`src/rtl/int_to_fp.sv`:
```
// Multi-cycle converter from 64-bit two's-complement integer to IEEE-754 double,
// round-to-nearest-even, with valid/ready handshakes and one conversion in flight.
module int_to_fp (
    input  logic               clk,
    input  logic               rst_n,
    input  logic               in_valid,
    output logic               in_ready,
    input  logic signed [63:0] int_in,
    output logic               out_valid,
    input  logic               out_ready,
    output logic        [63:0] fp_out,
    output logic               out_inexact
);

    typedef enum logic [1:0] {IDLE, NORM, ROUND, OUT} state_t;

    state_t      state, state_nxt;
    logic        accept;
    logic        sign;
    logic [63:0] mag;
    logic [5:0]  s;
    logic [2:0]  stage;
    logic [5:0]  amt;
    logic        top_zero;

    function automatic logic [5:0] stage_amt(input logic [2:0] k);
        return 6'd32 >> k;
    endfunction

    // Packs {inexact, sign, exponent, fraction}; a zero magnitude always yields +0.0.
    function automatic logic [64:0] round_pack(input logic sgn, input logic [63:0] m_in,
                                               input logic [5:0] sh);
        logic [52:0] mant;
        logic        g;
        logic        st;
        logic        up;
        logic [10:0] e;
        g    = m_in[10];
        st   = |m_in[9:0];
        up   = g && (st || m_in[11]);
        mant = {1'b0, m_in[62:11]} + {52'd0, up};
        e    = 11'd1086 - {5'd0, sh} + {10'd0, mant[52]};
        if (m_in == 64'd0)
            return 65'd0;
        return {g | st, sgn, e, mant[51:0]};
    endfunction

    assign amt      = stage_amt(stage);
    assign top_zero = (mag >> (7'd64 - {1'b0, amt})) == 64'd0;

    always_ff @(posedge clk) begin
        if (!rst_n)
            state <= IDLE;
        else
            state <= state_nxt;
    end

    always_comb begin
        state_nxt = state;
        in_ready  = 1'b0;
        out_valid = 1'b0;
        accept    = 1'b0;
        case (state)
            IDLE: begin
                in_ready = 1'b1;
                if (in_valid) begin
                    accept    = 1'b1;
                    state_nxt = NORM;
                end
            end
            NORM: begin
                if (stage == 3'd5)
                    state_nxt = ROUND;
            end
            ROUND: state_nxt = OUT;
            OUT: begin
                out_valid = 1'b1;
                if (out_ready)
                    state_nxt = IDLE;
            end
            default: state_nxt = IDLE;
        endcase
    end

    // Datapath: capture on accept, six binary-search normalization steps, then round.
    always_ff @(posedge clk) begin
        if (!rst_n) begin
            fp_out      <= 64'd0;
            out_inexact <= 1'b0;
            stage       <= 3'd0;
        end else begin
            case (state)
                IDLE: begin
                    if (accept) begin
                        sign  <= int_in[63];
                        mag   <= int_in[63] ? 64'(-int_in) : 64'(int_in);
                        s     <= 6'd0;
                        stage <= 3'd0;
                    end
                end
                NORM: begin
                    if (top_zero) begin
                        mag <= mag << amt;
                        s   <= s + amt;
                    end
                    stage <= stage + 3'd1;
                end
                ROUND: {out_inexact, fp_out} <= round_pack(sign, mag, s);
                default: ;
            endcase
        end
    end

endmodule

```
`config.mk`:
```
export PLATFORM = sky130hd
export DESIGN_NAME = int_to_fp
export DESIGN_NICKNAME = d
export VERILOG_FILES = /design/src/rtl/int_to_fp.sv
export SDC_FILE = /design/constraint.sdc
export NUM_CORES = 1
export LEC_CHECK = 0
export ABC_CLOCK_PERIOD_IN_PS = 7060
export BUFFER_PORTS_ARGS = -buffer_cell sky130_fd_sc_hd__buf_2
export CORE_UTILIZATION = 50
export CTS_BUF_LIST = sky130_fd_sc_hd__clkbuf_2 sky130_fd_sc_hd__clkbuf_4 sky130_fd_sc_hd__clkbuf_8
export CTS_CLUSTER_DIAMETER = 40
export DETAILED_ROUTE_END_ITERATION = 10
export PLACE_DENSITY = 0.72
export SYNTH_ARGS = -nofsm -noshare
export SYNTH_HDL_FRONTEND = slang
export SYNTH_SLANG_ARGS = --single-unit
```
`constraint.sdc`:
```
create_clock -name clk -period 7.06 [get_ports clk]
set_input_delay 1.412 -clock clk [delete_from_list [all_inputs] [get_ports clk]]
set_output_delay 1.412 -clock clk [all_outputs]
set_load 0.1 [all_outputs]
```
==> results of run 1 <==
[stage by stage]
stage               hold WS (ns)  std cells  util (%)  total power (uW)
floorplan                  0.470       1785         -              4030
global placement           0.436       2153      53.7              5030
detailed placement         0.439       2153      53.7              5060
CTS                        0.461       2185      55.1              5750
global route               0.494       2186      55.1              6100
finish                     0.454       2186      55.1              5860
[registers in the layout (all words and copies together) (netlist names)]
signal / flops
out_inexact: 1
state: 2
stage: 3
mag: 64
s: 6
sign: 1
fp_out: 64
[per-layer routing]
layer	global-route usage, %	up-vias	part of all wire [%]
li1	-	6696	-
met4	19.5	2	5.2
met2	52.8	934	43
met3	6.76	150	10
met5	0	-	0.017
met1	50.3	6933	42
[worst max-delay path: stages (launching register included)]
cell,delay [ns]
dfxtp_1,0.36
inv_1,0.09
ha_1,0.52
nand2_2,0.11
ha_1,0.67
inv_1,0.52
nor2_1,0.63
a22o_1,0.21
o21ai_0,0.10
or2_1,0.26
o32a_1,0.33
o32ai_1,0.30
nand4_1,0.29
a21oi_4,0.19
buf_4,0.68
[report_power, final]
group          switching (uW)  internal (uW)
combinational            2390            997
clock                     371            318
sequential                554           1230
[path summary, 6_finish.rpt]
path	start	end	slack (ns)	cells after the start
max	stage[0]$_SDFFE_PN0P_	mag[56]$_DFFE_PP_	1.31	14
min	fp_out[49]$_SDFFE_PN0P_	fp_out[49]$_SDFFE_PN0P_	0.45	2
max reg2reg	stage[0]$_SDFFE_PN0P_	mag[56]$_DFFE_PP_	1.31	14
min reg2reg	fp_out[49]$_SDFFE_PN0P_	fp_out[49]$_SDFFE_PN0P_	0.45	2
[cell type report]
cell class / count / share of cell area (%)
Inverter: 68 / 1.65
Multi-Input combinational cell: 1408 / 64.3
Timing Repair Buffer: 158 / 5.51
Clock inverter: 15 / 1.04
Clock buffer: 17 / 1.52
Sequential cell: 141 / 22.9
Antenna cell: 1 / 0.0162
Tap cell: 378 / 3.06
[kinds of logic (layout without fill, tap and decap cells)]
logic type / count (synthesis) / in the layout / share of synthesized area, %
flops: 141 / 141 / 24.6
compound gates: 552 / 552 / 24.9
buf+inv: 236 / 258 / 6.55
other cells: 0 / 1 / 0
mux: 178 / 178 / 14.9
xor+xnor: 127 / 127 / 7.76
simple gates: 531 / 531 / 19.4
fa+ha+maj: 20 / 20 / 1.80
[synth_stat cells, types with 19 or more instances]
master,instances
nor3_1,31
nor2b_1,19
o21ai_0,107
o22ai_1,79
nand3_1,39
ha_1,19
xnor2_1,37
nor2_1,96
inv_1,64
a21oi_1,136
buf_2,36
xor2_1,90
and3_1,44
o31ai_1,19
dfxtp_1,70
edfxtp_1,71
nor4_1,29
nand2_1,140
and2_1,44
a211oi_1,45
buf_1,27
mux2i_1,144
mux4_2,28
clkbuf_1,104
==> metrics.csv, run 1 <==
metric;value;unit
setup_tns;0;ns
ios;135;
drc;0;
die_y;171;um
fill_cells;2705;
async_reset_ff_share;0;%
hold_viol;0;
synthDistinctLibCells;88;
coreArea;0.0280;sq mm
avgSynthCellArea;8.03;sq um
layout_commonest_cell;mux2i_1;
die_x;171;um
setup_viol_count_final;0;
tightest_slew;1.11;ns
slew_headroom;25.9;%
crit_fanout;68;
min_path_type;reg2reg;
antenna_found_initial;2;
arrival;5.87;ns
place_area;0.0150;sq mm
finalMaxSlewViolations;0;
grt_max_degree;78;
leakage;0.00589;uW
dpl_worst_slack;1.46;ns
gr-total-overflow;0;
design_area;0.0154;sq mm
multi_input_area;0.00992;sq mm
routedWlPerCell;24.3;um
dp_hpwl;39.5;mm
synth_top_area_share;14.9;%
gp_congestion;1.02;
firstDrtPassIters;6;
cap_violations;0;
areaGrowthSynthToFinish;7.64;%
synthesis.nets;1873;
worstSetupStartpointType;flip-flop;
clock_latency;0.49;ns
grt_pass1_wl;79.7;mm
final_cell_mix;mux2i_1, nand2_1, a21oi_1;
timing.final.ws_setup;1.31;ns
syn_inst;1785;
grt_pass1_vias;13300;
cts_inserted_buffers;17;
clockRootBuffer;clkbuf_8;
synthFlopType;edfxtp_1;
clock-sinks;141;
rsz0062_at_grt;no;
cts_buffer_depth;2;
synth.top_cells.by_area;edfxtp_1, mux2i_1, dfxtp_1;
synth_seq_cells;141;
synth-edff-count;71;
max-vdd-ir-drop;202;uV
worst-setup-path-type;reg2reg;
seq_area;0.00353;sq mm
num_rows;61;
finalCriticalPeriod;5.75;ns
via_per_inst;6.73;
cts_tree;done;
nets;1882;
cts_resized;0;
dieArea;0.0294;sq mm
port_buffers;134;
drt_iter0_drc;2097;
postCtsHoldBufs;0;
syn_area;0.0143;sq mm
status;finished, final reports clean;
wirelength;53.2;mm
clk_pin_slew;0.09;ns
crit_path_end_kind;flip-flop;
postCtsSetupBuffers;0;
ctsHtreeMaxLevel;4;
max_freq;174;MHz
fin_skew;0.0160;ns
grt.total_usage;36.2;%
synth_top_area_cell;edfxtp_1;
fin_crit_sh;81.5;%
worstPathRequired;7.17;ns
ys_warn_count;0;
yosysSeqAreaShare;24.6;%
ant_nets;0;
cellPowerDensity;380;mW/mm^2
vias;14700;
start_util;51.2;%
drive_above_1_share;14.8;%
No activity file was read; power rests on OpenSTA's default activity.
==> run 2, diff against run 1 <==
--- a/config.mk
+++ b/config.mk
@@ -5,13 +5,13 @@
 export SDC_FILE = /design/constraint.sdc
 export NUM_CORES = 1
 export LEC_CHECK = 0
-export ABC_CLOCK_PERIOD_IN_PS = 7060
+export ABC_CLOCK_PERIOD_IN_PS = 5600
 export BUFFER_PORTS_ARGS = -buffer_cell sky130_fd_sc_hd__buf_2
 export CORE_UTILIZATION = 50
 export CTS_BUF_LIST = sky130_fd_sc_hd__clkbuf_2 sky130_fd_sc_hd__clkbuf_4 sky130_fd_sc_hd__clkbuf_8
 export CTS_CLUSTER_DIAMETER = 40
 export DETAILED_ROUTE_END_ITERATION = 10
-export PLACE_DENSITY = 0.72
+export PLACE_DENSITY = 0.69
 export SYNTH_ARGS = -nofsm -noshare
 export SYNTH_HDL_FRONTEND = slang
 export SYNTH_SLANG_ARGS = --single-unit
==> constraint.sdc (replaced) <==
create_clock -name clk -period 5.6 [get_ports clk]
set_input_delay 1.12 -clock clk [delete_from_list [all_inputs] [get_ports clk]]
set_output_delay 1.12 -clock clk [all_outputs]
set_load 0.1 [all_outputs]
==> run 2 against run 1 <==
- flip-flop and latch count did not move
- final area grew 0.84%
- global-route usage rose by 1.1 points
- final cell count is 0.73% higher
- non-clock buffer count increased by 17
- hold slack improved by 0.0020 ns
- combinational power grew 29%
- worst setup slack got worse by 0.85 ns
- critical path type unchanged
- largest cell class unchanged
- largest power group unchanged
- highest routed layer is now met4
==> metrics.csv, run 2 (synthesis results as in run 1) <==
metric;value;unit;change
finalCriticalPeriod;5.15;ns;was 5.75 ns
clock-sinks;141;;unchanged
final_cell_mix;mux2i_1, nand2_1, a21oi_1;;unchanged
drive_above_1_share;15.6;%;was 14.8%
timing.final.ws_setup;0.455;ns;was 1.31 ns
gp_congestion;0.987;;was 1.02
coreArea;0.0280;sq mm;unchanged
worst-setup-path-type;reg2reg;;unchanged
comb_power_share;58.8;%;was 57.8%
num_rows;61;;unchanged
cell_internal_pwr;3200;uW;was 2550 uW
switchingPower;4190;uW;was 3310 uW
n_antenna_cell;0;;was 1
dpl_worst_slack;0.573;ns;was 1.46 ns
crit_path_end_kind;flip-flop;;unchanged
cp_num_buf_inv;3;;unchanged
grt.total_usage;37.3;%;was 36.2%
max-vdd-ir-drop;225;uV;was 202 uV
antenna_found_initial;0;;was 2
max_freq;194;MHz;was 174 MHz
sw_frac_of_total;56.7;%;was 56.5%
fill_cells;2756;;was 2705
worstPathRequired;5.76;ns;was 7.17 ns
crit_slowest_cell;ha_1;;was buf_4
seqPwrFrac;29.8;%;was 30.5%
finalMaxSlewViolations;0;;unchanged
cts_inserted_buffers;17;;unchanged
grt_max_degree;97;;was 78
status;finished, final reports clean;;unchanged
cp_cell_sequence;inv_1 -> ha_1 -> nand2_2 -> ha_1 -> inv_1 -> nor2_1 -> a22o_1 -> o21ai_0 -> or2_1 -> o32a_1 -> o32ai_1 -> nand4_1 -> a21oi_4 -> buf_12;;was inv_1 -> ha_1 -> nand2_2 -> ha_1 -> inv_1 -> nor2_1 -> a22o_1 -> o21ai_0 -> or2_1 -> o32a_1 -> o32ai_1 -> nand4_1 -> a21oi_4 -> buf_4
die_y;171;um;unchanged
setup_viol_count_final;0;;unchanged
port_buffers;134;;unchanged
setup_tns;0;ns;unchanged
hold_viol;0;;unchanged
layout_commonest_cell;mux2i_1;;unchanged
die_x;171;um;unchanged
drc;0;;unchanged
worstSetupStartpointType;flip-flop;;unchanged
ios;135;;unchanged
wirelength;54.4;mm;was 53.2 mm
fin_crit_sh;91.9;%;was 81.5%
postCtsHoldBufs;0;;unchanged
min_path_type;reg2reg;;unchanged
cap_violations;0;;unchanged
clockRootBuffer;clkbuf_8;;unchanged
dieArea;0.0294;sq mm;unchanged
gr-total-overflow;0;;unchanged
start_util;51.2;%;unchanged
grt_pass1_vias;13600;;was 13300
tightest_slew;1.12;ns;was 1.11 ns
cellPowerDensity;475;mW/mm^2;was 380 mW/mm^2
vias;14800;;was 14700
leakage;0.00599;uW;was 0.00589 uW
fin_skew;0.0140;ns;was 0.0160 ns
areaGrowthSynthToFinish;8.54;%;was 7.64%
clock_latency;0.49;ns;about the same
cpLargestDelayFamily;compound AO/OA/AOI/OAI gates;;was buffers and inverters
ant_nets;0;;unchanged
drt_iter0_drc;2030;;was 2097
postCtsSetupBuffers;0;;unchanged
ctsHtreeMaxLevel;4;;unchanged
arrival;5.31;ns;was 5.87 ns
nets;1899;;was 1882
crit_fanout;45;;was 68
firstDrtPassIters;6;;unchanged
cts_buffer_depth;2;;unchanged
cts_tree;done;;unchanged
top_regs;fp_out: 64 flops, mag: 64 flops, s: 6 flops;;unchanged
grt_pass1_wl;82.2;mm;was 79.7 mm
routedWlPerCell;24.7;um;was 24.3 um
pwr-share-clk;11.3;%;was 11.8%
via_per_inst;6.71;;was 6.73
rsz0062_at_grt;no;;unchanged
slew_headroom;25.2;%;was 25.9%
clk_pin_slew;0.08;ns;was 0.09 ns
cts_resized;0;;unchanged
cpPeakStageDelay;0.57;ns;was 0.68 ns
dp_hpwl;40.6;mm;was 39.5 mm
-- run 2: cell count changes in the layout (fill, tap and decap cells not counted), sizes merged --
| cell | change |
|---|---|
| diode | -1 |
| clkinvlp | -4 |
| clkinv | +1 |
| bufinv | -1 |
| inv | +4 |
| buf | +17 |
-- run 2: tightest hold or removal path, stage by stage, from the launching register on --
cell and delay [ns]:
dfxtp_1 0.33, nand2_1 0.04, o21ai_0 0.05
-- run 2: stage by stage --
step / instances / util, % / cell area (sq um) / hold slack [ns] / power [uW]
finish: 2202 / 55.6 / 15600 / 0.456 / 7390
global route: 2202 / 55.6 / 15600 / 0.493 / 7720
CTS: 2202 / 55.6 / 15600 / 0.457 / 7270
detailed placement: 2170 / 54.2 / 15200 / 0.436 / 6430
global placement: 2170 / 54.2 / 15200 / 0.437 / 6410
floorplan: 1785 / - / 14300 / 0.470 / 5080
-- run 2: area by class of cell --
type / count / area, sq um / share of cell area [%]
clock inverter: 15 / 146 / 0.941
inverter: 68 / 255 / 1.64
tap: 378 / 473 / 3.04
sequential: 141 / 3530 / 22.7
clock buffer: 17 / 234 / 1.50
timing repair buffer: 175 / 1000 / 6.45
multi-input combinational: 1408 / 9910 / 63.7
-- run 2: path summary, 6_finish.rpt --
check | from | end | slack, ns | cells after the start
worst max-delay path | stage[0]$_SDFFE_PN0P_ | mag[13]$_DFFE_PP_ | 0.45 | 14
worst min-delay path | fp_out[48]$_SDFFE_PN0P_ | fp_out[48]$_SDFFE_PN0P_ | 0.46 | 2
worst max register to register | stage[0]$_SDFFE_PN0P_ | mag[13]$_DFFE_PP_ | 0.45 | 14
worst min register to register | fp_out[48]$_SDFFE_PN0P_ | fp_out[48]$_SDFFE_PN0P_ | 0.46 | 2
-- run 2: layer usage --
metal / track usage, % / part of all wire (%) / vias up
li1: - / - / 6736
met1: 52.3 / 43 / 6985
met2: 54.9 / 43 / 914
met3: 6.93 / 9.6 / 150
met4: 18.4 / 5.1 / 0
met5: 0 / 0 / -
-- run 2: power groups by stage --
stage / Combinational [uW] / Sequential, uW / Clock (uW)
final: 4350 / 2200 / 839
after global routing: 4620 / 2220 / 888
after CTS: 4270 / 2150 / 851
after detailed placement: 4260 / 2170 / 0
after global placement: 4240 / 2170 / 0
after floorplan: 2600 / 2480 / 0
